--- config.mk ---
export PLATFORM = sky130hd
export DESIGN_NAME = mem_bus_sequencer
export DESIGN_NICKNAME = d
export VERILOG_FILES = /design/src/rtl/cpu_bus_pkg.sv /design/src/rtl/lane_align.sv /design/src/rtl/mem_bus_sequencer.sv
export SDC_FILE = /design/constraint.sdc
export NUM_CORES = 1
export LEC_CHECK = 0
export BUFFER_PORTS_ARGS = -buffer_cell sky130_fd_sc_hd__buf_2
export CORE_AREA = 2 2 192 194
export CTS_CLUSTER_DIAMETER = 120
export DETAILED_ROUTE_END_ITERATION = 10
export DIE_AREA = 0 0 194 196
export PLACE_DENSITY_LB_ADDON = 0.3
export SYNTH_ARGS = -nofsm -noshare
export SYNTH_HDL_FRONTEND = slang
export SYNTH_HIERARCHICAL = 1
export SYNTH_SLANG_ARGS = --single-unit
--- constraint.sdc ---
create_clock -name clk -period 2.9 [get_ports clk]
set_clock_uncertainty 0.2 [all_clocks]
set_input_delay 0.435 -clock clk [delete_from_list [all_inputs] [get_ports clk]]
set_output_delay 0.435 -clock clk [all_outputs]
set_load 0.02 [all_outputs]
--- src/rtl/cpu_bus_pkg.sv ---
// Shared types and helpers for the RAM bus sequencer.
// Optional misalignment trap state is enabled by MEM_MISALIGN_TRAP_EN.
package cpu_bus_pkg;

    typedef enum logic [2:0] {
        ST_IDLE  = 3'd0,
        ST_RD    = 3'd1,
        ST_WR    = 3'd2,
`ifdef MEM_MISALIGN_TRAP_EN
        ST_FAULT = 3'd4,
`endif
        ST_DONE  = 3'd3
    } state_e;

    localparam logic [1:0] SIZE_BYTE  = 2'd0;
    localparam logic [1:0] SIZE_HALF  = 2'd1;
    localparam logic [1:0] SIZE_WORD  = 2'd2;
    localparam logic [1:0] SIZE_DWORD = 2'd3;

    localparam int unsigned CNT_W = 4;

    localparam logic ACK_PULSE   = 1'b1;
    localparam logic FAULT_PULSE = 1'b1;

    // Number of byte-offset bits inside one bus word.
    function automatic int unsigned lane_bits(input int unsigned xlen);
        return (xlen == 64) ? 3 : 2;
    endfunction

    // A dword access on a 32-bit bus collapses to a word access.
    function automatic logic [1:0] eff_size(input int unsigned xlen, input logic [1:0] size);
        return (xlen == 32 && size == SIZE_DWORD) ? SIZE_WORD : size;
    endfunction

endpackage

--- src/rtl/lane_align.sv ---
// Lane extract with sign/zero extension, and lane insert for read-modify-write merges.
module lane_align
    import cpu_bus_pkg::*;
#(
    parameter int unsigned XLEN = 64
) (
    input  logic [XLEN-1:0]                 word,
    input  logic [lane_bits(XLEN)-1:0]      offset,
    input  logic [1:0]                      size,
    input  logic                            sign_ext,
    input  logic [XLEN-1:0]                 ins_data,
    output logic [XLEN-1:0]                 ext_data_c,
    output logic [XLEN-1:0]                 merge_data_c
);

    localparam int unsigned LB   = lane_bits(XLEN);
    localparam int unsigned SH_W = LB + 3;

    logic [1:0]      sz;
    logic [LB-1:0]   sz_mask;
    logic [LB-1:0]   off_al;
    logic [SH_W-1:0] shamt;
    logic [XLEN-1:0] shifted;
    logic [XLEN-1:0] mask;
    logic            sign_bit;

    // Offset bits below the access size are dropped, so lanes are always naturally aligned.
    always_comb begin
        sz       = eff_size(XLEN, size);
        sz_mask  = LB'((32'd1 << sz) - 32'd1);
        off_al   = offset & ~sz_mask;
        shamt    = {off_al, 3'b000};
        shifted  = word >> shamt;
        mask     = '1;
        sign_bit = shifted[XLEN-1];
        case (sz)
            SIZE_BYTE: begin
                mask     = XLEN'(8'hFF);
                sign_bit = shifted[7];
            end
            SIZE_HALF: begin
                mask     = XLEN'(16'hFFFF);
                sign_bit = shifted[15];
            end
            SIZE_WORD: begin
                mask     = XLEN'(32'hFFFF_FFFF);
                sign_bit = shifted[31];
            end
            default: begin
                mask     = '1;
                sign_bit = shifted[XLEN-1];
            end
        endcase
        ext_data_c = shifted & mask;
        if (sign_ext && sign_bit) begin
            ext_data_c = ext_data_c | ~mask;
        end
        merge_data_c = (word & ~(mask << shamt)) | ((ins_data & mask) << shamt);
    end

endmodule

--- src/rtl/mem_bus_sequencer.sv ---
// Serialises instruction fetches and load/stores onto the single RAM bus.
// MEM_MISALIGN_TRAP_EN adds a mem_fault port and traps misaligned data accesses.
module mem_bus_sequencer
    import cpu_bus_pkg::*;
#(
    parameter int unsigned XLEN        = 64,
    parameter int unsigned ADDR_W      = 64,
    parameter int unsigned INSTR_W     = 32,
    parameter int unsigned WAIT_STATES = 1
) (
    input  logic               clk,
    input  logic               reset,
    input  logic               fetch_req,
    input  logic [ADDR_W-1:0]  fetch_addr,
    output logic               fetch_ack,
    output logic [INSTR_W-1:0] fetch_instr,
    input  logic               mem_req,
    input  logic               mem_we,
    input  logic [1:0]         mem_size,
    input  logic               mem_signed,
    input  logic [ADDR_W-1:0]  mem_addr,
    input  logic [XLEN-1:0]    mem_wdata,
    output logic               mem_ack,
    output logic [XLEN-1:0]    mem_rdata,
`ifdef MEM_MISALIGN_TRAP_EN
    output logic               mem_fault,
`endif
    output logic               busy,
    output logic [ADDR_W-1:0]  bus_addr,
    output logic [XLEN-1:0]    bus_wdata,
    output logic               bus_wdata_oe,
    input  logic [XLEN-1:0]    bus_rdata,
    output logic               ram_cs,
    output logic               ram_we,
    output logic               ram_oe
);

    localparam int unsigned    LB        = lane_bits(XLEN);
    localparam logic [CNT_W-1:0] CNT_LOAD = CNT_W'(WAIT_STATES);
    localparam logic [1:0]     FULL_SIZE = (XLEN == 64) ? SIZE_DWORD : SIZE_WORD;

    state_e             state_q, state_d;
    logic [CNT_W-1:0]   cnt_q, cnt_d;
    logic               is_fetch_q, is_fetch_d;
    logic               rmw_q, rmw_d;
    logic [1:0]         size_q, size_d;
    logic               sgn_q, sgn_d;
    logic [ADDR_W-1:0]  addr_q, addr_d;
    logic [XLEN-1:0]    wdata_q, wdata_d;

    logic               fetch_ack_q, fetch_ack_d;
    logic [INSTR_W-1:0] fetch_instr_q, fetch_instr_d;
    logic               mem_ack_q, mem_ack_d;
    logic [XLEN-1:0]    mem_rdata_q, mem_rdata_d;
    logic               busy_q, busy_d;
    logic [ADDR_W-1:0]  bus_addr_q, bus_addr_d;
    logic [XLEN-1:0]    bus_wdata_q, bus_wdata_d;
    logic               ram_cs_q, ram_cs_d;
    logic               ram_we_q, ram_we_d;
    logic               ram_oe_q, ram_oe_d;
`ifdef MEM_MISALIGN_TRAP_EN
    logic               mem_fault_q, mem_fault_d;
    logic               misaligned;
`endif

    logic [XLEN-1:0]    ext_data;
    logic [XLEN-1:0]    merge_data;

    lane_align #(
        .XLEN (XLEN)
    ) u_lane_align (
        .word         (bus_rdata),
        .offset       (addr_q[LB-1:0]),
        .size         (size_q),
        .sign_ext     (sgn_q),
        .ins_data     (wdata_q),
        .ext_data_c   (ext_data),
        .merge_data_c (merge_data)
    );

`ifdef MEM_MISALIGN_TRAP_EN
    // Any address bit below the access size, or a dword on a 32-bit bus, traps.
    always_comb begin
        misaligned = ((mem_addr[LB-1:0] & LB'((32'd1 << mem_size) - 32'd1)) != '0)
                   || (XLEN == 32 && mem_size == SIZE_DWORD);
    end
`endif

    always_ff @(posedge clk) begin
        if (reset) begin
            state_q       <= ST_IDLE;
            cnt_q         <= '0;
            is_fetch_q    <= 1'b0;
            rmw_q         <= 1'b0;
            size_q        <= '0;
            sgn_q         <= 1'b0;
            addr_q        <= '0;
            wdata_q       <= '0;
            fetch_ack_q   <= 1'b0;
            fetch_instr_q <= '0;
            mem_ack_q     <= 1'b0;
            mem_rdata_q   <= '0;
            busy_q        <= 1'b0;
            bus_addr_q    <= '0;
            bus_wdata_q   <= '0;
            ram_cs_q      <= 1'b0;
            ram_we_q      <= 1'b0;
            ram_oe_q      <= 1'b0;
`ifdef MEM_MISALIGN_TRAP_EN
            mem_fault_q   <= 1'b0;
`endif
        end else begin
            state_q       <= state_d;
            cnt_q         <= cnt_d;
            is_fetch_q    <= is_fetch_d;
            rmw_q         <= rmw_d;
            size_q        <= size_d;
            sgn_q         <= sgn_d;
            addr_q        <= addr_d;
            wdata_q       <= wdata_d;
            fetch_ack_q   <= fetch_ack_d;
            fetch_instr_q <= fetch_instr_d;
            mem_ack_q     <= mem_ack_d;
            mem_rdata_q   <= mem_rdata_d;
            busy_q        <= busy_d;
            bus_addr_q    <= bus_addr_d;
            bus_wdata_q   <= bus_wdata_d;
            ram_cs_q      <= ram_cs_d;
            ram_we_q      <= ram_we_d;
            ram_oe_q      <= ram_oe_d;
`ifdef MEM_MISALIGN_TRAP_EN
            mem_fault_q   <= mem_fault_d;
`endif
        end
    end

    // Next state; outputs are derived from the next state so they line up with it once registered.
    always_comb begin
        state_d       = state_q;
        cnt_d         = cnt_q;
        is_fetch_d    = is_fetch_q;
        rmw_d         = rmw_q;
        size_d        = size_q;
        sgn_d         = sgn_q;
        addr_d        = addr_q;
        wdata_d       = wdata_q;
        fetch_ack_d   = 1'b0;
        fetch_instr_d = fetch_instr_q;
        mem_ack_d     = 1'b0;
        mem_rdata_d   = mem_rdata_q;
        bus_wdata_d   = bus_wdata_q;
`ifdef MEM_MISALIGN_TRAP_EN
        mem_fault_d   = 1'b0;
`endif

        case (state_q)
            ST_IDLE: begin
                if (mem_req) begin
                    is_fetch_d = 1'b0;
                    rmw_d      = 1'b0;
                    size_d     = mem_size;
                    sgn_d      = mem_signed;
                    addr_d     = mem_addr;
                    wdata_d    = mem_wdata;
                    cnt_d      = CNT_LOAD;
`ifdef MEM_MISALIGN_TRAP_EN
                    if (misaligned) begin
                        state_d     = ST_FAULT;
                        mem_ack_d   = ACK_PULSE;
                        mem_fault_d = FAULT_PULSE;
                        mem_rdata_d = '0;
                    end else
`endif
                    if (!mem_we) begin
                        state_d = ST_RD;
                    end else if (eff_size(XLEN, mem_size) == FULL_SIZE) begin
                        state_d     = ST_WR;
                        bus_wdata_d = mem_wdata;
                    end else begin
                        state_d = ST_RD;
                        rmw_d   = 1'b1;
                    end
                end else if (fetch_req) begin
                    is_fetch_d = 1'b1;
                    rmw_d      = 1'b0;
                    size_d     = SIZE_WORD;
                    sgn_d      = 1'b0;
                    addr_d     = fetch_addr;
                    cnt_d      = CNT_LOAD;
                    state_d    = ST_RD;
                end
            end
            ST_RD: begin
                if (cnt_q != '0) begin
                    cnt_d = cnt_q - CNT_W'(1);
                end else if (rmw_q) begin
                    // The merge goes straight to WR so nothing can slip in between.
                    state_d     = ST_WR;
                    cnt_d       = CNT_LOAD;
                    bus_wdata_d = merge_data;
                end else begin
                    state_d = ST_DONE;
                    if (is_fetch_q) begin
                        fetch_ack_d   = ACK_PULSE;
                        fetch_instr_d = ext_data[INSTR_W-1:0];
                    end else begin
                        mem_ack_d   = ACK_PULSE;
                        mem_rdata_d = ext_data;
                    end
                end
            end
            ST_WR: begin
                if (cnt_q != '0) begin
                    cnt_d = cnt_q - CNT_W'(1);
                end else begin
                    state_d   = ST_DONE;
                    mem_ack_d = ACK_PULSE;
                end
            end
            ST_DONE: begin
                state_d = ST_IDLE;
            end
`ifdef MEM_MISALIGN_TRAP_EN
            ST_FAULT: begin
                state_d = ST_IDLE;
            end
`endif
            default: begin
                state_d = ST_IDLE;
            end
        endcase

        ram_cs_d   = (state_d == ST_RD) || (state_d == ST_WR);
        ram_oe_d   = (state_d == ST_RD);
        ram_we_d   = (state_d == ST_WR);
        busy_d     = (state_d != ST_IDLE);
        bus_addr_d = ram_cs_d ? {addr_d[ADDR_W-1:LB], LB'(0)} : '0;
        if (!ram_we_d) begin
            bus_wdata_d = '0;
        end
    end

    assign fetch_ack    = fetch_ack_q;
    assign fetch_instr  = fetch_instr_q;
    assign mem_ack      = mem_ack_q;
    assign mem_rdata    = mem_rdata_q;
    assign busy         = busy_q;
    assign bus_addr     = bus_addr_q;
    assign bus_wdata    = bus_wdata_q;
    assign bus_wdata_oe = ram_we_q;
    assign ram_cs       = ram_cs_q;
    assign ram_we       = ram_we_q;
    assign ram_oe       = ram_oe_q;
`ifdef MEM_MISALIGN_TRAP_EN
    assign mem_fault    = mem_fault_q;
`endif

endmodule
== Word-level counts from Yosys, hierarchy flattened ==
Index checks and enable logic that the tools add are counted.

* Output and inout port bits: 231
* Logic and storage cells: 115
* Input port bits: 264
* Flip-flop bits (word level): 370

* Reductions and logical operators: 18
* Bitwise operators: 15
* Multiplexer cells: 41
* Equal/unequal tests: 15
* Shifts and indexed selects: 4
* $add $sub $neg: 2

{| class="wikitable"
|+ Operators by type and width
! kind !! count
|-
| 2-to-1 mux 64 bit || 9
|-
| bitwise AND 64 bit || 3
|-
| case mux 64 bit (3 select lines) || 1
|-
| inverter 64 bit || 2
|-
| OR 64 bit || 2
|-
| case mux 64 bit (2 select lines) || 1
|-
| left shift 64 x 6 -> 64 bit || 2
|-
| right shift 64 x 6 -> 64 bit || 1
|-
| 2-to-1 mux 4 bit || 5
|-
| 2-to-1 mux 1 bit || 13
|-
| 2-to-1 mux 3 bit || 4
|-
| != test 2 bit, second input constant || 6
|-
| case mux 4 bit (3 select lines) || 1
|-
| AND reduction 4 bit || 3
|-
| case mux 3 bit (3 select lines) || 1
|-
| 2-to-1 mux 2 bit || 4
|-
| equality test 3 x 1 -> 1 bit, second input constant || 2
|-
| equality test 3 x 2 -> 1 bit, second input constant || 2
|-
| != test 3 bit, second input constant || 2
|-
| inverter 1 bit || 6
|-
| AND reduction 6 bit || 1
|-
| nonzero test 3 bit || 2
|-
| equality test 2 bit, second input constant || 2
|-
| AND reduction 2 bit || 2
|-
| 16 further kinds || 18
|}

== Longest topological paths before layout ==
* Depth in word-level cells: 11
* Mapped depth: 11
* Depth with buffers taken out: 8

== Cells and area by module ==
Netlist, hierarchy kept.

{| class="wikitable"
|+ Modules (own cells, without submodules)
! module !! area an instance (um^2) !! cells an instance !! instances !! seq. area each (um^2)
|-
| mem_bus_sequencer || 14569.0 || 1763 || 1 || 7347.0
|-
| lane_align || 3164.3 || 536 || 1 || 0.0
|}

== Least setup slack after synthesis ==
No wires, ideal clock.

* Kind: input -> register
* Start: in bus_rdata[47]
* End: reg mem_rdata_q[49], in the netlist mem_rdata[49]
* Setup time: 0.132 ns
* Slack: 0.454 ns
* Data arrival time: 2.114 ns
* Cell stages on the path: 9
* Required time: 2.568 ns
* Path buffers: 2
* Path through: or4b_2 -> o311ai_0 -> a221o_1 -> or3_1 -> clkbuf_1 -> clkbuf_1 -> nand3_1 -> nand2_1 -> a21oi_1

* Cells in the longest elaborated chain, start to end: 4

{| class="wikitable"
|+ RTL lines
! what !! line !! text
|-
| start, declared || mem_bus_sequencer.sv:32 || <nowiki>input logic [XLEN-1:0] bus_rdata,</nowiki>
|-
| right shift 64 x 6 -> 64 bit || lane_align.sv:33 || <nowiki>shifted = word >> shamt;</nowiki>
|-
| case mux 1 bit (3 select lines) || lane_align.sv:36 || <nowiki>case (sz)</nowiki>
|-
| logical AND 1 bit || lane_align.sv:55 || <nowiki>if (sign_ext && sign_bit) begin</nowiki>
|-
| 2-to-1 mux 64 bit || lane_align.sv:55 ||
|-
| net ext_data[49] || mem_bus_sequencer.sv:66 || <nowiki>logic [XLEN-1:0] ext_data;</nowiki>
|-
| end signal, assigned || mem_bus_sequencer.sv:124 || <nowiki>mem_rdata_q <= mem_rdata_d;</nowiki>
|-
| end, declared || mem_bus_sequencer.sv:54 || <nowiki>logic [XLEN-1:0] mem_rdata_q, mem_rdata_d;</nowiki>
|}

The timed path passes the listed nets, and every way through them passes these cells.
A chain may end at the register's enable or synchronous reset.

== Worst setup path after layout ==
* Start: reg size_q[1]
* End: reg mem_rdata_q[49], in the netlist mem_rdata[49]

* Cells in the longest elaborated chain, start to end: 8
* Elaborated cells on any way between the ends: 15
* Classes of those cells: add/sub: 1; eq/ne: 2; shift: 2; mux: 3; bitwise: 5; reduce/logical: 2

{| class="wikitable"
|+ RTL lines
! what !! line !! text
|-
| start, declared || mem_bus_sequencer.sv:46 || <nowiki>logic [1:0] size_q, size_d;</nowiki>
|-
| start signal, assigned || mem_bus_sequencer.sv:117 || <nowiki>size_q <= size_d;</nowiki>
|-
| left shift 1 x 2 -> 3 bit || lane_align.sv:30 || <nowiki>sz_mask = LB'((32'd1 << sz) - 32'd1);</nowiki>
|-
| subtractor 3 x 1 -> 3 bit || lane_align.sv:30 ||
|-
| inverter 3 bit || lane_align.sv:31 || <nowiki>off_al = offset & ~sz_mask;</nowiki>
|-
| bitwise AND 3 bit || lane_align.sv:31 ||
|-
| right shift 64 x 6 -> 64 bit || lane_align.sv:33 ||
|-
| case mux 1 bit (3 select lines) / bitwise AND 64 bit (equally long branches) || lane_align.sv:36, lane_align.sv:54 ||
|-
| logical AND 1 bit / OR 64 bit (equally long branches) || lane_align.sv:55, lane_align.sv:56 ||
|-
| 2-to-1 mux 64 bit * || lane_align.sv:55 ||
|-
| net ext_data[49] || mem_bus_sequencer.sv:66 ||
|}

The timed path passes the listed nets; every way through them passes the cells marked *.

==> summary.txt <==
TNS Setup: 0 ns
Rows: 70
Initial Util: 0.491
Cell Area, Placed: 20600 um^2
Simple-gate share of the synthesized area: 0.256
Slew Viols, Final: 0
Drt first pass iters: 5
Worst r2r src: size_q[1]$_SDFFE_PP0P_
Clock Sinks: 367
Hold Path Class: in2reg
WP data arrival: 2.98 ns
Crit-path max FO: 32
Fin crit share: 0.926
Deepest clock path buffer count: 3
Clock transition at path regs: 0.06 ns
Area growth syn-to-layout: 27.9%
Die area: 38000 um^2
CP max stage delay: 0.50 ns
GR Util All Layers: 0.359
Gate Count Post-Synth: 2299
Crit path capture type: flop
XOR/XNOR share of the synthesized area: 0.000494
Largest net degree at the start of global routing: 122
Register bit count reported by yosys: 367
Skew-Pair Late Insertion Delay: 0.58 ns
Root buf cell: clkbuf_16
Max cap viols: 0
# IOs: 495
Post-synth top flop: dfxtp_1
Slowest CP cell: dfxtp_1
Wire length per cell: 21.7 um
Vias per cell: 5.87
Core Box Area: 36100 um^2
Initial antenna violation count: 12
Worst setup SP type: flop
Vias in the first global route: 18300
Final wirelength: 71.2 mm
Top cells by area, synth: dfxtp_1 (41%), nand2_1 (12%), a21oi_1 (7.0%)
Vias: 19300
Most frequent cells in the layout: nand2_1 (585), buf_2 (489), dfxtp_1 (367)
Setup violations, final: 0
Post-synthesis adder-cell area fraction: 0.00141
Fmax: 373 MHz
Sequential cell area fraction in the yosys report: 0.414
Worst path top cell family by delay: compound AO/OA/AOI/OAI gates
Clock period minus worst slack: 2.68 ns
First-pass GRT wire length: 107 mm
Routability congestion estimate: 1.04
Worst slew pin tran: 0.942 ns
Remaining DRCs: 0
Reg area: 7350 um^2
Nets: 3038
Grt ovf: 0
Pwr dens: 564 nW/um^2
Most common cell after layout, fill and taps aside: nand2_1
Post-route cell area: 22700 um^2
Lkg Pwr: 11.2 nW
H-tree Lvls: 2
Worst path cell trace: buf_4, or3b_2, o311ai_0, a221o_1, or3_1, buf_12, nand3_1, nand2_1, a21oi_1
Main combinational cell family by area after synthesis: simple AND/OR/NAND/NOR gates
Buf/Inv on CP: 2
Area fraction of the dominant cell type after synthesis: 0.414
Syn_area_per_cell: 7.71 um^2
Run status: finished clean
I/O Buffers: 491
VDD IR max: 0.000510 V
Leading area contributor after synthesis: dfxtp_1
TritonCTS buffer count: 40
Iteration-0 DRC Markers: 2076
Die Ht: 196 um
Horiz. Die Dim: 194 um
Ys async rst share: 0
Share of cells above drive strength 1: 0.268
Complex-gate fraction of the synthesized area: 0.233
Synth warnings: 6
Post-synthesis cell area: 17700 um^2
WP data required: 3.20 ns
Post-synth EDFFs: 0
Slew margin rel.: 0.372
HPWL Detailed: 50.7 mm
Multi-input gate area: 9170 um^2
CTS tree: yes
Crit path from: size_q[1]$_SDFFE_PP0P_
Post-route ant nets: 0
Layout fillers: 3215
Synth cell types: 76
Crit Path Class: reg2reg
Fraction of synthesized area in multiplexers: 0.0227
Fin. Hold Viols: 0
Hold path startpoint: fetch_addr[2]
RSZ-0062 raised after global routing: no
==> registers in the layout, summed over array words and instances, names as in the netlist, 2 cells and up <==
| name | count |
|---|---|
| mem_rdata | 64 |
| size_q | 2 |
| cnt_q | 4 |
| bus_addr | 61 |
| wdata_q | 64 |
| bus_wdata | 64 |
| state_q | 3 |
| addr_q | 64 |
| fetch_instr | 32 |
==> stage by stage <==
step	hold WS, ns	util	total power [mW]	setup WS, ns	cells
4_1_cts	0.00459	0.627	12.8	0.0896	3270
5_1_grt	0.0176	0.628	13.2	0.0536	3278
3_3_place_gp	0.239	0.571	7.37	0.181	3132
6_report	0.0290	0.629	12.8	0.216	3282
2_1_floorplan	0.237	-	6.61	0.454	2302
3_5_place_dp	0.245	0.571	7.41	0.130	3132
==> report_power, final <==
part / internal (mW) / switching [mW] / total, mW
combinational: 0.851 / 1.27 / 2.12
clock: 3.18 / 2.16 / 5.34
sequential: 5.21 / 0.116 / 5.32
==> area by class of cell <==
cell class / instances / share of cell area
Antenna cell: 12 / 0.00132
Clock buffer: 63 / 0.0560
Clock inverter: 9 / 0.00480
Inverter: 72 / 0.0119
Multi-Input combinational cell: 1654 / 0.404
Sequential cell: 367 / 0.324
Tap cell: 468 / 0.0258
Timing Repair Buffer: 637 / 0.172
==> cell usage after synthesis, drive strengths merged, types with 4 or more instances <==
cell type	n
nand2	585
dfxtp	367
a21oi	247
nand3	129
nor2b	124
clkbuf	121
nor2	109
buf	88
inv	72
o211a	64
o22ai	62
a31o	61
o21ai	54
a22oi	37
and3	17
a2111oi	11
mux2i	11
nor3	11
a221o	10
a221oi	10
mux4	9
o311ai	9
a2bb2oi	8
mux2	8
o211ai	8
o21a	7
nand2b	6
nand4	6
nor3b	4
==> metal layers <==
layer,vias to the layer above,GRT usage,routed length (um)
met3,258,0.0949,7400
met2,1093,0.553,31800
met5,-,0,11
met4,2,0.208,4090
met1,9053,0.454,27900
li1,8867,-,-
==> logic make-up after synthesis <==
family / after synthesis
simple gates: 1008
compound gates: 611
flops: 367
buf+inv: 281
mux: 28
fa+ha+maj: 2
other cells: 1
xor+xnor: 1
==> worst reg2reg max path: cells and delay by family (launching register included) <==
kind / cells / cell delay, ns
flip-flops: 1 / 0.50
AO/OA/AOI/OAI: 3 / 0.70
AND/OR/NAND/NOR: 4 / 0.71
buffers and inverters: 2 / 0.50
==> timing repair <==
| item | 4_1_cts | 5_1_grt |
|---|---|---|
| endpoints found under the hold margin | 66 | 0 |
| setup buffers | 0 | 0 |
| setup endpoints to repair | 0 | 16 |
| hold buffers | 66 | 0 |
| resized for setup | 0 | 3 |
==> final timing paths <==
path	to	slack, ns	depth (start not counted)
worst max register to register	mem_rdata[49]$_SDFFE_PP0P_	0.22	9
worst max-delay path	mem_rdata[49]$_SDFFE_PP0P_	0.22	9
worst min register to register	fetch_instr[4]$_SDFFE_PP0P_	0.25	2
worst min-delay path	addr_q[2]$_SDFFE_PP0P_	0.03	3
No activity file was read; power rests on OpenSTA's default activity.
